### src/rtl/astable_mon_pkg.sv
// Shared types and defaults for the 555 astable receive-side monitor.
//   state_t : measurement FSM states
//   meas_t  : one complete measurement at the default counter width
package astable_mon_pkg;

  localparam int unsigned DEF_CNT_W       = 16;
  localparam int unsigned DEF_SYNC_STAGES = 2;
  localparam int unsigned DEF_TIMEOUT     = 50000;

  typedef enum logic [1:0] {
    IDLE      = 2'd0,
    MEAS_HIGH = 2'd1,
    MEAS_LOW  = 2'd2
  } state_t;

  // Measurement payload as seen by scoreboards at the default width.
  typedef struct packed {
    logic [DEF_CNT_W-1:0] high;
    logic [DEF_CNT_W-1:0] low;
    logic [DEF_CNT_W:0]   period;
  } meas_t;

endpackage

### src/rtl/astable_monitor_edge_sync.sv
// Multi-flop synchronizer for the asynchronous oscillator output plus
// single-cycle rise/fall pulse generation.
//   clk, rst   : system clock, async active-high reset
//   async_i    : asynchronous input
//   level_o    : synchronized level (last synchronizer stage)
//   rise_p_c   : 1-cycle pulse on a synchronized rising edge
//   fall_p_c   : 1-cycle pulse on a synchronized falling edge
module astable_monitor_edge_sync #(
  parameter int unsigned SYNC_STAGES = 2
) (
  input  logic clk,
  input  logic rst,
  input  logic async_i,
  output logic level_o,
  output logic rise_p_c,
  output logic fall_p_c
);

  logic [SYNC_STAGES-1:0] sync_q;
  logic                   dly_q;

  // Synchronizer chain plus one delayed copy of its output for edge detect.
  always_ff @(posedge clk or posedge rst) begin
    if (rst) begin
      sync_q <= '0;
      dly_q  <= 1'b0;
    end else begin
      sync_q <= {sync_q[SYNC_STAGES-2:0], async_i};
      dly_q  <= sync_q[SYNC_STAGES-1];
    end
  end

  assign level_o  = sync_q[SYNC_STAGES-1];
  assign rise_p_c = sync_q[SYNC_STAGES-1] & ~dly_q;
  assign fall_p_c = ~sync_q[SYNC_STAGES-1] & dly_q;

endmodule

### src/rtl/astable_monitor.sv
// Measures high time, low time and period of an asynchronous oscillator
// in clk cycles and publishes each full cycle over valid/ready.
//   clk, rst      : system clock, async active-high reset
//   osc_in        : asynchronous oscillator output
//   en            : measurement enable
//   meas_valid    : measurement held, waiting for meas_ready
//   meas_ready    : consumer accepts the held measurement
//   high_cnt      : cycles the oscillator was high
//   low_cnt       : cycles the oscillator was low
//   period        : high_cnt + low_cnt
//   overrun       : sticky, a held measurement was overwritten
//   stuck         : no edge for TIMEOUT cycles while measuring
//   stuck_level   : synchronized level when stuck was declared
module astable_monitor
  import astable_mon_pkg::*;
#(
  parameter int unsigned CNT_W       = DEF_CNT_W,
  parameter int unsigned SYNC_STAGES = DEF_SYNC_STAGES,
  parameter int unsigned TIMEOUT     = DEF_TIMEOUT
) (
  input  logic             clk,
  input  logic             rst,
  input  logic             osc_in,
  input  logic             en,
  output logic             meas_valid,
  input  logic             meas_ready,
  output logic [CNT_W-1:0] high_cnt,
  output logic [CNT_W-1:0] low_cnt,
  output logic [CNT_W:0]   period,
  output logic             overrun,
  output logic             stuck,
  output logic             stuck_level
);

  localparam logic [CNT_W-1:0] CNT_MAX   = {CNT_W{1'b1}};
  localparam logic [CNT_W-1:0] CNT_ONE   = CNT_W'(1);
  localparam logic [CNT_W-1:0] TIMEOUT_C = CNT_W'(TIMEOUT);

  logic level_c;
  logic rise_c;
  logic fall_c;
  logic edge_c;
  logic tmo_c;

  state_t           state_q, state_d;
  logic [CNT_W-1:0] cnt_q, cnt_d;
  logic [CNT_W-1:0] high_ph_q, high_ph_d;
  logic             valid_q, valid_d;
  logic [CNT_W-1:0] high_q, high_d;
  logic [CNT_W-1:0] low_q, low_d;
  logic [CNT_W:0]   period_q, period_d;
  logic             overrun_q, overrun_d;
  logic             stuck_q, stuck_d;
  logic             stuck_lvl_q, stuck_lvl_d;

  astable_monitor_edge_sync #(
    .SYNC_STAGES (SYNC_STAGES)
  ) u_edge_sync (
    .clk      (clk),
    .rst      (rst),
    .async_i  (osc_in),
    .level_o  (level_c),
    .rise_p_c (rise_c),
    .fall_p_c (fall_c)
  );

  assign edge_c = rise_c | fall_c;
  // Timeout only matters when no edge arrives in the same cycle.
  assign tmo_c  = (cnt_q >= TIMEOUT_C) && !edge_c;

  // State and result registers.
  always_ff @(posedge clk or posedge rst) begin
    if (rst) begin
      state_q     <= IDLE;
      cnt_q       <= '0;
      high_ph_q   <= '0;
      valid_q     <= 1'b0;
      high_q      <= '0;
      low_q       <= '0;
      period_q    <= '0;
      overrun_q   <= 1'b0;
      stuck_q     <= 1'b0;
      stuck_lvl_q <= 1'b0;
    end else begin
      state_q     <= state_d;
      cnt_q       <= cnt_d;
      high_ph_q   <= high_ph_d;
      valid_q     <= valid_d;
      high_q      <= high_d;
      low_q       <= low_d;
      period_q    <= period_d;
      overrun_q   <= overrun_d;
      stuck_q     <= stuck_d;
      stuck_lvl_q <= stuck_lvl_d;
    end
  end

  // Next-state, phase counting, publication and handshake.
  always_comb begin
    state_d     = state_q;
    cnt_d       = cnt_q;
    high_ph_d   = high_ph_q;
    valid_d     = valid_q & ~meas_ready;
    high_d      = high_q;
    low_d       = low_q;
    period_d    = period_q;
    overrun_d   = overrun_q;
    stuck_d     = stuck_q;
    stuck_lvl_d = stuck_lvl_q;

    // Cycles since last edge; saturates so an idle monitor never wraps.
    if (edge_c) begin
      cnt_d = CNT_ONE;
    end else if (cnt_q != CNT_MAX) begin
      cnt_d = cnt_q + CNT_ONE;
    end

    if (edge_c) begin
      stuck_d = 1'b0;
    end

    if (!en) begin
      state_d = IDLE;
    end else begin
      case (state_q)
        IDLE: begin
          if (rise_c) begin
            state_d = MEAS_HIGH;
          end
        end
        MEAS_HIGH: begin
          if (fall_c) begin
            high_ph_d = cnt_q;
            state_d   = MEAS_LOW;
          end else if (tmo_c) begin
            stuck_d     = 1'b1;
            stuck_lvl_d = level_c;
            state_d     = IDLE;
          end
        end
        MEAS_LOW: begin
          if (rise_c) begin
            // Full rise-fall-rise seen: publish, overwriting any held result.
            valid_d  = 1'b1;
            high_d   = high_ph_q;
            low_d    = cnt_q;
            period_d = (CNT_W+1)'(high_ph_q) + (CNT_W+1)'(cnt_q);
            if (valid_q && !meas_ready) begin
              overrun_d = 1'b1;
            end
            state_d  = MEAS_HIGH;
          end else if (tmo_c) begin
            stuck_d     = 1'b1;
            stuck_lvl_d = level_c;
            state_d     = IDLE;
          end
        end
        default: begin
          state_d = IDLE;
        end
      endcase
    end
  end

  assign meas_valid  = valid_q;
  assign high_cnt    = high_q;
  assign low_cnt     = low_q;
  assign period      = period_q;
  assign overrun     = overrun_q;
  assign stuck       = stuck_q;
  assign stuck_level = stuck_lvl_q;

endmodule
### config.mk
export PLATFORM = sky130hd
export DESIGN_NAME = astable_monitor
export DESIGN_NICKNAME = d
export VERILOG_FILES = /design/src/rtl/astable_mon_pkg.sv /design/src/rtl/astable_monitor_edge_sync.sv /design/src/rtl/astable_monitor.sv
export SDC_FILE = /design/constraint.sdc
export NUM_CORES = 1
export LEC_CHECK = 0
export BUFFER_PORTS_ARGS = -buffer_cell sky130_fd_sc_hd__buf_2
export CAP_MARGIN = 5
export CORE_MARGIN = 5
export CORE_UTILIZATION = 58
export DETAILED_ROUTE_END_ITERATION = 10
export MAX_ROUTING_LAYER = met4
export PLACE_DENSITY_LB_ADDON = 0.08
export SYNTH_ARGS = -nofsm -noshare
export SYNTH_HDL_FRONTEND = slang
export SYNTH_SLANG_ARGS = --single-unit
### constraint.sdc
create_clock -name clk -period 3.72 [get_ports clk]
set_input_delay 0.93 -clock clk [delete_from_list [all_inputs] [get_ports clk]]
set_output_delay 0.93 -clock clk [all_outputs]
set_load 0.03 [all_outputs]
; ---- Word-level counts from Yosys, hierarchy flattened
; Cells that the tools add are included.
[classes]
mux = 21
n_bitwise = 7
eq_ne = 6
add_sub_neg = 2
magnitude_cmp = 1
n_reduce_logical = 11
[op_table]
columns = op, n
row1 = $mux 16, 2
row2 = $add 16x16->17, 1
row3 = $add 16x1->16 const B, 1
row4 = $ge 16x16->1 const B, 1
row5 = $ne 16x16->1 const B, 1
row6 = $mux 1, 11
row7 = $mux 2, 5
row8 = $reduce_and 4->1, 2
row9 = $pmux 2 s3, 1
row10 = $reduce_and 3->1, 2
row11 = $ne 2x2->1 const B, 2
row12 = $pmux 1 s2, 2
row13 = $reduce_bool 2->1, 2
row14 = $and 1x1->1, 3
row15 = $ne 3x3->1 const B, 1
row16 = $not 1->1, 3
row17 = $eq 2x1->1 const B, 1
row18 = $eq 2x2->1 const B, 1
row19 = $logic_and 1x1->1, 2
row20 = $logic_not 1->1, 2
row21 = $logic_not 2->1, 1
row22 = $or 1x1->1, 1
[totals]
register_bits = 90
output_inout_bits = 53
word_cells = 60

; ---- Longest topological paths before layout
; Gate-level depths: netlist (run 1).
[logic_depth]
ltp_word = 9
mapped_depth = 8

; ---- Hierarchy
; A second synthesis (run 1) with hierarchy kept.
[unflattened]
cells_unflattened = 415
area_unflattened_um2 = 4450.5
[modules_own_cells]
columns = mod, cells_per_inst, seq_area_each_um2, instances, area_per_inst_um2
row1 = astable_monitor, 409, 2177.1, 1, 4356.7
row2 = astable_monitor_edge_sync, 6, 75.1, 1, 93.8

; ---- Worst setup path before layout (run 1)
; No wires, ideal clock.
[synth_timing]
path_type = reg-to-reg
startpoint = register cnt_q[0]
endpoint = register period_q[14] (netlist: period[14])
setup_ns = 0.132
setup_slack_ns = 1.580
t_arrival_ns = 2.009
n_path_buf = 0
period_less_slack_ns = 2.140
path_stages_with_launch = 9
path_cell_list = dfrtp_1 -> ha_1 -> inv_1 -> fa_1 -> nand2b_1 -> a21oi_1 -> o21a_1 -> nor3_1 -> or3b_1
[synth_between]
elab_chain_len = 1
[synth_rtl]
columns = element, line_no
row1 = from (decl), astable_monitor.sv:46  ; logic [CNT_W-1:0] cnt_q, cnt_d;
row2 = from (signal assigned), astable_monitor.sv:86  ; cnt_q <= cnt_d;
row3 = $add 16x16->17, astable_monitor.sv:147  ; period_d = (CNT_W+1)'(high_ph_q) + (CNT_W+1)'(cnt_q);
row4 = to (signal assigned), astable_monitor.sv:91  ; period_q <= period_d;
row5 = to (decl), astable_monitor.sv:51  ; logic [CNT_W:0] period_q, period_d;
; Every way passes these cells.
; A chain may end at the register's enable or synchronous reset.

; ---- Worst setup path after layout (run 1)
[layout_timing]
startpoint = register high_ph_q[0]
endpoint = register period_q[14] (netlist: period[14])
[layout_between]
elab_chain_len = 1
[layout_rtl]
columns = element, line_no
row1 = from (decl), astable_monitor.sv:47  ; logic [CNT_W-1:0] high_ph_q, high_ph_d;
row2 = from (signal assigned), astable_monitor.sv:87  ; high_ph_q <= high_ph_d;
row3 = $add 16x16->17, astable_monitor.sv:147
; Every way passes these cells.

==> results.sh, run 1 <==
export IMPL_min_to="u_edge_sync.sync_q[1]$_DFF_PP0_"
export IMPL_slew_violations=0
export IMPL_r2r_slack_ps=1280
export IMPL_syn_inst=495
export IMPL_min_path_cells=0
export IMPL_fin_nets=577
export IMPL_fill_cells=652
export IMPL_finish_utilization=0.677
export IMPL_clk_latency_ps=360
export IMPL_ir_drop_mv=0.327
export IMPL_synth_compound_area_frac=0.141
export IMPL_syn_nets=525
export IMPL_synth_simple_gate_area_frac=0.208
export IMPL_synth_xor_area_share=0.0279
export IMPL_gp_congestion=0.916
export IMPL_drt_met1_wl_mm=4.90
export IMPL_yosysWarnings=0
export IMPL_antenna_found_initial=0
export IMPL_status="finished, final reports clean"
export IMPL_grt_start_max_net_pins=47
export IMPL_path_class="reg -> reg"
export IMPL_start_util=0.602
export IMPL_slew_headroom=0.387
export IMPL_holdCritPathClass="reg -> reg"
export IMPL_htree_levels=3
export IMPL_chipHeight_microns=100
export IMPL_detail_route_antenna_nets=0
export IMPL_fmax_mhz=409
export IMPL_post_cts_buffers=0
export IMPL_path_max_fanout=4
export IMPL_syn_area_sq_um=4700
export IMPL_drt_wirelength_per_cell_microns=16.5
export IMPL_powerDensity_nw_per_um2=370
export IMPL_drive_gt1_frac=0.190
export IMPL_rows=32
export IMPL_skew_ps=13.3
export IMPL_core_sq_um=7810
export IMPL_ios=58
export IMPL_synth_ff_type="dfrtp_1"
export IMPL_min_period_over_period=0.657
export IMPL_syn_area_per_cell_sq_um=9.50
export IMPL_r2r_start="high_ph_q[0]$_DFFE_PP0P_"
export IMPL_cts_root_buf="clkbuf_8"
export IMPL_cts_sinks=90
export IMPL_drc=0
export IMPL_clk_path_buf_depth=2
export IMPL_async_reset_ff_frac=1.00
export IMPL_tightestPinTransition_ps=917
export IMPL_postCtsHoldBufs=0
export IMPL_cts_resized=0
export IMPL_grt_pass1_wl_mm=18.4
export IMPL_post_dp_hpwl_mm=7.91
export IMPL_viasPerCell=5.64
export IMPL_synth_edf_count=0
export IMPL_finalSetupViolations=0
export IMPL_reg2reg_depth=8
export IMPL_route_met2_wl_mm=5.09
export IMPL_synthMuxAreaShare=0.0396
export IMPL_synth_cell_type_count=59
export IMPL_power_leakage_nw=2.73
export IMPL_io_buffers=57
export IMPL_post_route_min_period_ps=2440
export IMPL_start_kind="flop"
export IMPL_wl_met3_microns=474
export IMPL_cts_buffers=9
export IMPL_yosysSeqAreaShare=0.479
export IMPL_worstHoldStart="u_edge_sync.sync_q[0]$_DFF_PP0_"
export IMPL_wirelength_mm=10.8
export IMPL_cts_tree="built"
export IMPL_rsz0062_at_grt="no"
export IMPL_crit_arrival_ps=2690
export IMPL_grt_pass1_vias=3655
export IMPL_drtIter0Drc=165
export IMPL_synth_fa_ha_area_frac=0.0681
export IMPL_vias=3689
export IMPL_critPathRequiredTime_ps=3970
export IMPL_cp_end_kind="flop"
export IMPL_routed_top_layer="met4"
export IMPL_die_x_microns=100
export IMPL_diodes=0
export IMPL_maxCapViolCount=0
export IMPL_dieArea_sq_um=10000
export IMPL_grt_overflow_total=0
export IMPL_dr_pass1_iters=5
export IMPL_tns_ps=0
export IMPL_synth_top_family_by_area="simple AND/OR/NAND/NOR gates"
export IMPL_grtUsageTotal=0.240
export IMPL_ys_ff_latch=90
export IMPL_finalHoldViolCount=0
export IMPL_r2r_end="period[14]$_DFFE_PP0P_"
export IMPL_syn_to_final_growth_pct=12.4
export IMPL_clkTransAtPathRegs_ps=90
-- routing by layer --
| layer | global-route usage | vias up |
|---|---|---|
| li1 | - | 1813 |
| met1 | 0.317 | 1754 |
| met2 | 0.375 | 96 |
| met3 | 0.0341 | 26 |
| met4 | 0.0964 | 0 |
| met5 | - | - |
-- where the power goes --
| group | internal [mW] | switching (mW) |
|---|---|---|
| clock | 0.398 | 0.354 |
| combinational | 0.0603 | 0.109 |
| sequential | 1.00 | 0.0298 |
| total | 1.46 | 0.493 |
-- area by class of cell --
class / count / area (sq um) / area share
multi-input combinational: 366 / 2280 / 0.431
clock inverter: 6 / 88.8 / 0.0168
inverter: 19 / 72.6 / 0.0137
timing repair buffer: 61 / 328 / 0.0620
clock buffer: 10 / 138 / 0.0260
tap: 102 / 128 / 0.0241
sequential: 90 / 2250 / 0.426
-- cell families after synthesis --
| group | after synthesis |
|---|---|
| buf+inv | 39 |
| mux | 17 |
| flops | 90 |
| fa+ha+maj | 25 |
| compound gates | 96 |
| xor+xnor | 15 |
| simple gates | 213 |
-- how the worst max path moves through the flow --
stage	start	endpoint	depth (start not counted)
final	high_ph_q[0]$_DFFE_PP0P_	period[14]$_DFFE_PP0P_	8
after global routing	cnt_q[0]$_DFFE_PP0P_	period[14]$_DFFE_PP0P_	8
after detailed placement	en	period[14]$_DFFE_PP0P_	4
after CTS	cnt_q[0]$_DFFE_PP0P_	period[14]$_DFFE_PP0P_	8
after global placement	en	period[14]$_DFFE_PP0P_	4
after floorplan	rst	cnt_q[0]$_DFFE_PP0P_	1
-- cells in the mapped netlist (all sizes together) (2+ instances only) --
cell,n,area share
a211oi,4,0.0096
a21boi,2,0.0032
a21o,3,0.0048
a21oi,15,0.016
a22oi,2,0.0032
a31oi,4,0.0053
and2,2,0.0027
and3,7,0.0093
buf,7,0.012
clkbuf,13,0.010
dfrtp,90,0.48
ha,24,0.064
inv,18,0.014
mux2,13,0.031
mux2i,4,0.0085
nand2,123,0.098
nand2b,9,0.012
nand3,13,0.014
nand4,6,0.013
nor2,27,0.022
nor2b,3,0.0040
nor3,9,0.011
nor3b,2,0.0032
nor4,4,0.0067
o2111ai,4,0.0074
o211ai,7,0.013
o21a,3,0.0048
o21ai,38,0.042
o21bai,4,0.0088
o311ai,3,0.0056
o31ai,2,0.0032
or3b,2,0.0037
or4,2,0.0032
xnor2,8,0.015
xor2,7,0.013
-- worst max-delay path: stages (launching register included) --
cell      delay [ps]
dfrtp_1          420
ha_1             240
inv_1             70
fa_1             410
nand2b_1         180
a21oi_1          350
o21a_1           260
nor3_1            70
or3b_1           340
-- per-stage QoR --
step | total power, mW | setup slack [ps] | std cells | hold slack (ps) | instance area (sq um)
after floorplan | 1.17 | 455 | 495 | 331 | 4700
final | 1.95 | 1280 | 654 | 361 | 5290
after global routing | 2.05 | 1120 | 654 | 388 | 5290
after CTS | 1.98 | 1280 | 654 | 368 | 5290
after global placement | 1.22 | 1170 | 638 | 344 | 5060
after detailed placement | 1.22 | 1110 | 638 | 336 | 5060
-- registers in the layout, indices dropped and copies added, names as in the netlist --
name                count
period                 17
cnt_q                  16
high_cnt               16
high_ph_q              16
low_cnt                16
state_q                 2
u_edge_sync.sync_q      2
meas_valid              1
overrun                 1
stuck                   1
stuck_level             1
u_edge_sync.dly_q       1
-- layout by cell type (no fill, tap or decap), types with 4 or more instances in the layout --
cell / netlist / layout
xor2_1: 7 / 7
nand4_1: 4 / 4
mux2i_1: 4 / 4
nand3_1: 13 / 12
nand2b_1: 9 / 9
nor2_1: 27 / 27
o211ai_1: 5 / 5
o21ai_0: 35 / 35
xnor2_1: 8 / 8
mux2_2: 12 / 12
and3_1: 7 / 7
clkbuf_8: 0 / 10
nor3_1: 8 / 8
buf_2: 2 / 57
nand2_1: 123 / 123
ha_1: 24 / 24
dfrtp_1: 90 / 90
o2111ai_1: 4 / 4
a21oi_1: 15 / 15
inv_1: 18 / 17
a31oi_1: 4 / 4
No activity file was read; power rests on OpenSTA's default activity.
==> run 2, diff against run 1 <==
==> constraint.sdc (replaced) <==
create_clock -name clk -period 2.38 [get_ports clk]
set_input_delay 0.595 -clock clk [delete_from_list [all_inputs] [get_ports clk]]
set_output_delay 0.595 -clock clk [all_outputs]
set_load 0.03 [all_outputs]
==> results.sh, run 2 (same netlist as run 1, synthesis figures left out) <==
export IMPL_vias=3834
export IMPL_worstPathCellList="ha_4, inv_1, fa_1, nand2b_1, a21oi_1, buf_4, o21a_1, nor3_1, or3b_1"
export IMPL_crit_family="simple AND/OR/NAND/NOR gates"
export IMPL_syn_to_final_growth_pct=16.5
export IMPL_holdCritPathClass="in -> async"
export IMPL_cp_end_kind="flop"
export IMPL_chipHeight_microns=100
export IMPL_path_class="reg -> reg"
export IMPL_dieArea_sq_um=10000
export IMPL_cts_tree="built"
export IMPL_min_period_over_period=0.946
export IMPL_placed_cells_incl_taps=654
export IMPL_drive_gt1_frac=0.216
export IMPL_grt_pass1_wl_mm=18.6
export IMPL_drt_wirelength_per_cell_microns=16.5
export IMPL_largest_reg_flops=17
export IMPL_drc=0
export IMPL_ios=58
export IMPL_post_route_min_period_ps=2250
export IMPL_final_common_cell="nand2_1"
export IMPL_critPathSlowestCell="dfrtp_1"
export IMPL_ir_drop_mv=0.307
export IMPL_grtUsageTotal=0.239
export IMPL_cts_root_buf="clkbuf_8"
export IMPL_worst_slack_ps=130
export IMPL_grt_pass1_vias=3835
export IMPL_fin_nets=594
export IMPL_grt_start_max_net_pins=56
export IMPL_core_sq_um=7810
export IMPL_slew_violations=0
export IMPL_skew_ps=10.3
export IMPL_cts_sinks=90
export IMPL_post_dp_hpwl_mm=8.18
export IMPL_dr_pass1_iters=4
export IMPL_multi_input_area_sq_um=2290
export IMPL_clk_latency_ps=370
export IMPL_slew_headroom=0.628
export IMPL_fill_cells=626
export IMPL_cts_buffers=9
export IMPL_io_buffers=57
export IMPL_tightestPinTransition_ps=557
export IMPL_layout_common_cells="123 x nand2_1, 90 x dfrtp_1, 57 x buf_2"
export IMPL_die_x_microns=100
export IMPL_place_ws_ps=105
export IMPL_path_max_fanout=5
export IMPL_finalHoldViolCount=0
export IMPL_rows=32
export IMPL_finalSetupViolations=0
export IMPL_power_leakage_nw=2.85
export IMPL_seq_area_sq_um=2250
export IMPL_stdcell_count=671
export IMPL_diodes=0
export IMPL_detail_route_antenna_nets=0
export IMPL_start_kind="flop"
export IMPL_antenna_found_initial=0
export IMPL_gp_congestion=1.01
export IMPL_max_stage_delay_ps=440
export IMPL_powerDensity_nw_per_um2=586
export IMPL_rsz0062_at_grt="no"
export IMPL_drtIter0Drc=196
export IMPL_critPathBufInv=2
export IMPL_htree_levels=3
export IMPL_viasPerCell=5.71
export IMPL_grt_overflow_total=0
export IMPL_status="finished, final reports clean"
export IMPL_maxCapViolCount=0
export IMPL_start_util=0.602
export IMPL_clk_path_buf_depth=2
export IMPL_tns_ps=0
export IMPL_critPathRequiredTime_ps=2630
export IMPL_fmax_mhz=444
export IMPL_wirelength_mm=11.1
export IMPL_clkTransAtPathRegs_ps=90
export IMPL_crit_arrival_ps=2500
## run 2: changes by cell type in the layout (fill, tap and decap cells not counted), sizes merged
cell	change
buf	+17
bufinv	+1
clkinvlp	-1
## run 2: final cells by class
| type | instances | area share |
|---|---|---|
| clock buffers | 10 | 0.0251 |
| clock inverters | 6 | 0.0206 |
| flip-flops and latches | 90 | 0.411 |
| multi-input cells | 366 | 0.419 |
| repair buffers | 78 | 0.0877 |
| well taps | 102 | 0.0233 |
| inverters | 19 | 0.0137 |
## run 2: what timing repair did
action                                  CTS  global route
gates resized for setup                   0             2
hold buffers                              0             0
setup buffers                             0             1
endpoints found under the setup margin    0             3
## run 2: power by group
| part | internal (mW) | switching, mW |
|---|---|---|
| registers | 1.57 | 0.0370 |
| clock network | 0.730 | 0.562 |
| logic | 0.119 | 0.196 |
| total | 2.42 | 0.795 |
## run 2: worst register-to-register path: stages (launching register included)
cell and delay [ps]:
dfrtp_1 440, ha_4 170, inv_1 60, fa_1 400, nand2b_1 180, a21oi_1 150
buf_4 160, o21a_1 180, nor3_1 70, or3b_1 340
## run 2: path summary, 6_finish.rpt
check	from	slack (ps)	to	cells past startpoint
max in group asynchronous	rst	1550	cnt_q[13]$_DFFE_PP0P_	3
min in group clk	osc_in	330	u_edge_sync.sync_q[0]$_DFF_PP0_	1
min reg2reg	u_edge_sync.sync_q[0]$_DFF_PP0_	360	u_edge_sync.sync_q[1]$_DFF_PP0_	0
min	rst	270	state_q[0]$_DFFE_PP0P_	2
max	cnt_q[0]$_DFFE_PP0P_	130	period[14]$_DFFE_PP0P_	9
max reg2reg	cnt_q[0]$_DFFE_PP0P_	130	period[14]$_DFFE_PP0P_	9
## run 2: routing by layer
| metal | part of all wire | global-route usage |
|---|---|---|
| met1 | 0.45 | 0.307 |
| met2 | 0.47 | 0.376 |
| met3 | 0.057 | 0.0549 |
| met4 | 0.025 | 0.0798 |
| met5 | 0 | - |
## run 2: metrics by stage
stage / area, sq um / utilization / hold slack [ps] / power, mW
5_1_grt: 5480 / 0.702 / 310 / 3.33
3_3_place_gp: 5210 / 0.667 / 344 / 1.92
6_report: 5480 / 0.702 / 269 / 3.21
2_1_floorplan: 4710 / - / 331 / 1.83
4_1_cts: 5460 / 0.699 / 285 / 3.21
3_5_place_dp: 5210 / 0.667 / 336 / 1.93
==> run 3, diff against run 2 <==
--- a/config.mk
+++ b/config.mk
@@ -7,7 +7,6 @@
 export LEC_CHECK = 0
 export BUFFER_PORTS_ARGS = -buffer_cell sky130_fd_sc_hd__buf_2
 export CAP_MARGIN = 5
-export CORE_MARGIN = 5
 export CORE_UTILIZATION = 58
 export DETAILED_ROUTE_END_ITERATION = 10
 export MAX_ROUTING_LAYER = met4
==> results.sh, run 3 (same netlist as run 1, synthesis figures left out) <==
export IMPL_hold_ws_ps=340
export IMPL_layout_common_cells="123 x nand2_1, 90 x dfrtp_1, 57 x buf_2"
export IMPL_slew_headroom=0.577
export IMPL_postCtsHoldBufs=0
export IMPL_post_route_min_period_ps=2270
export IMPL_diodes=0
export IMPL_p_sw_uw=788
export IMPL_cts_root_buf="clkbuf_8"
export IMPL_min_path_cells=1
export IMPL_skew_ps=17.5
export IMPL_status="finished, final reports clean"
export IMPL_viasPerCell=5.66
export IMPL_p_int_mw=2.22
export IMPL_dr_pass1_iters=4
export IMPL_detail_route_antenna_nets=0
export IMPL_drc=0
export IMPL_power_switching_share=0.262
export IMPL_path_class="reg -> reg"
export IMPL_tns_ps=0
export IMPL_finish_utilization=0.696
export IMPL_tightestPinTransition_ps=635
export IMPL_finalSetupViolations=0
export IMPL_ios=58
export IMPL_io_buffers=57
export IMPL_cp_end_kind="flop"
export IMPL_chipHeight_microns=92.1
export IMPL_finalHoldViolCount=0
export IMPL_power_leakage_nw=2.81
export IMPL_r2r_end="period[12]$_DFFE_PP0P_"
export IMPL_start_kind="flop"
export IMPL_htree_levels=3
export IMPL_dieArea_sq_um=8470
export IMPL_ir_drop_mv=0.346
export IMPL_clk_latency_ps=360
export IMPL_r2r_start="cnt_q[0]$_DFFE_PP0P_"
export IMPL_drt_wirelength_per_cell_microns=17.0
export IMPL_maxCapViolCount=0
export IMPL_vias=3795
export IMPL_largest_reg_flops=17
export IMPL_min_to="u_edge_sync.sync_q[0]$_DFF_PP0_"
export IMPL_grt_overflow_total=0
export IMPL_r2r_slack_ps=110
export IMPL_grtUsageTotal=0.293
export IMPL_grt_pass1_vias=3729
export IMPL_drtIter0Drc=247
export IMPL_rows=32
export IMPL_path_max_fanout=4
export IMPL_final_common_cell="nand2_1"
export IMPL_final_area_sq_um=5410
export IMPL_pwr_share_comb=0.099
export IMPL_clkPwrFrac=0.369
export IMPL_cts_sinks=90
export IMPL_rsz0062_at_grt="no"
export IMPL_drive_gt1_frac=0.218
export IMPL_start_util=0.606
export IMPL_syn_to_final_growth_pct=15.0
export IMPL_worstHoldStart="osc_in"
export IMPL_fmax_mhz=441
export IMPL_seqPwrFrac=0.532
export IMPL_grt_start_max_net_pins=91
export IMPL_wirelength_mm=11.4
export IMPL_critPathRequiredTime_ps=2660
export IMPL_cp_startpoint="cnt_q[0]$_DFFE_PP0P_"
export IMPL_powerDensity_nw_per_um2=557
export IMPL_antenna_found_initial=0
export IMPL_min_period_over_period=0.953
export IMPL_core_sq_um=7770
export IMPL_cts_tree="built"
export IMPL_holdCritPathClass="in -> reg"
export IMPL_fin_nets=594
export IMPL_place_area_sq_um=5180
export IMPL_clkTransAtPathRegs_ps=90
export IMPL_die_x_microns=92.1
export IMPL_reg2reg_depth=9
export IMPL_clk_path_buf_depth=2
export IMPL_gp_congestion=0.835
export IMPL_grt_pass1_wl_mm=18.6
export IMPL_cts_buffers=9
export IMPL_fill_cells=637
export IMPL_post_dp_hpwl_mm=8.44
export IMPL_crit_arrival_ps=2550
export IMPL_slew_violations=0
==> run 3: layer usage <==
metal,GRT usage,part of all wire
met3,0.0464,0.040
met4,0.0938,0.017
met2,0.476,0.49
met5,-,0
met1,0.379,0.45
==> run 3: worst max-delay path by stage <==
stage                                   to  slack, ps
finish              period[12]$_DFFE_PP0P_        110
global route        period[12]$_DFFE_PP0P_         20
CTS                 period[14]$_DFFE_PP0P_         30
detailed placement  period[14]$_DFFE_PP0P_         70
global placement    period[14]$_DFFE_PP0P_        110
floorplan           period[14]$_DFFE_PP0P_        240
==> run 3: power by group through the flow <==
stage,logic (mW),registers [mW],clock network (mW)
floorplan,0.192,1.64,0
global placement,0.281,1.63,0
detailed placement,0.293,1.63,0
CTS,0.295,1.60,1.12
global route,0.330,1.61,1.18
finish,0.299,1.60,1.11
==> run 3: cell type report <==
cell class	count	area, sq um	share of cell area
Timing Repair Buffer	78	455	0.0842
Tap cell	102	128	0.0236
Clock buffer	11	151	0.0280
Clock inverter	5	60.1	0.0111
Multi-Input combinational cell	366	2290	0.423
Inverter	19	75.1	0.0139
Sequential cell	90	2250	0.416
==> run 3: critical path, cell delays in order (launching register included) <==
cell      delay (ps)
dfrtp_1          390
ha_2             220
inv_1             60
fa_1             390
nand2b_1         190
a21oi_2          140
buf_4            150
o21ai_2           70
or4_1            490
nand3_1          110
==> run 3: repair_timing <==
| item | CTS | global route |
|---|---|---|
| setup endpoints to repair | 0 | 2 |
| setup buffers | 0 | 1 |
| gates resized for setup | 0 | 2 |
==> run 3: through the flow <==
stage	cells	setup WS, ps	power [mW]
final	671	112	3.01
after global routing	671	20.5	3.12
after CTS	670	30.9	3.02
after detailed placement	654	74.3	1.93
after global placement	654	110	1.91
after floorplan	495	240	1.83
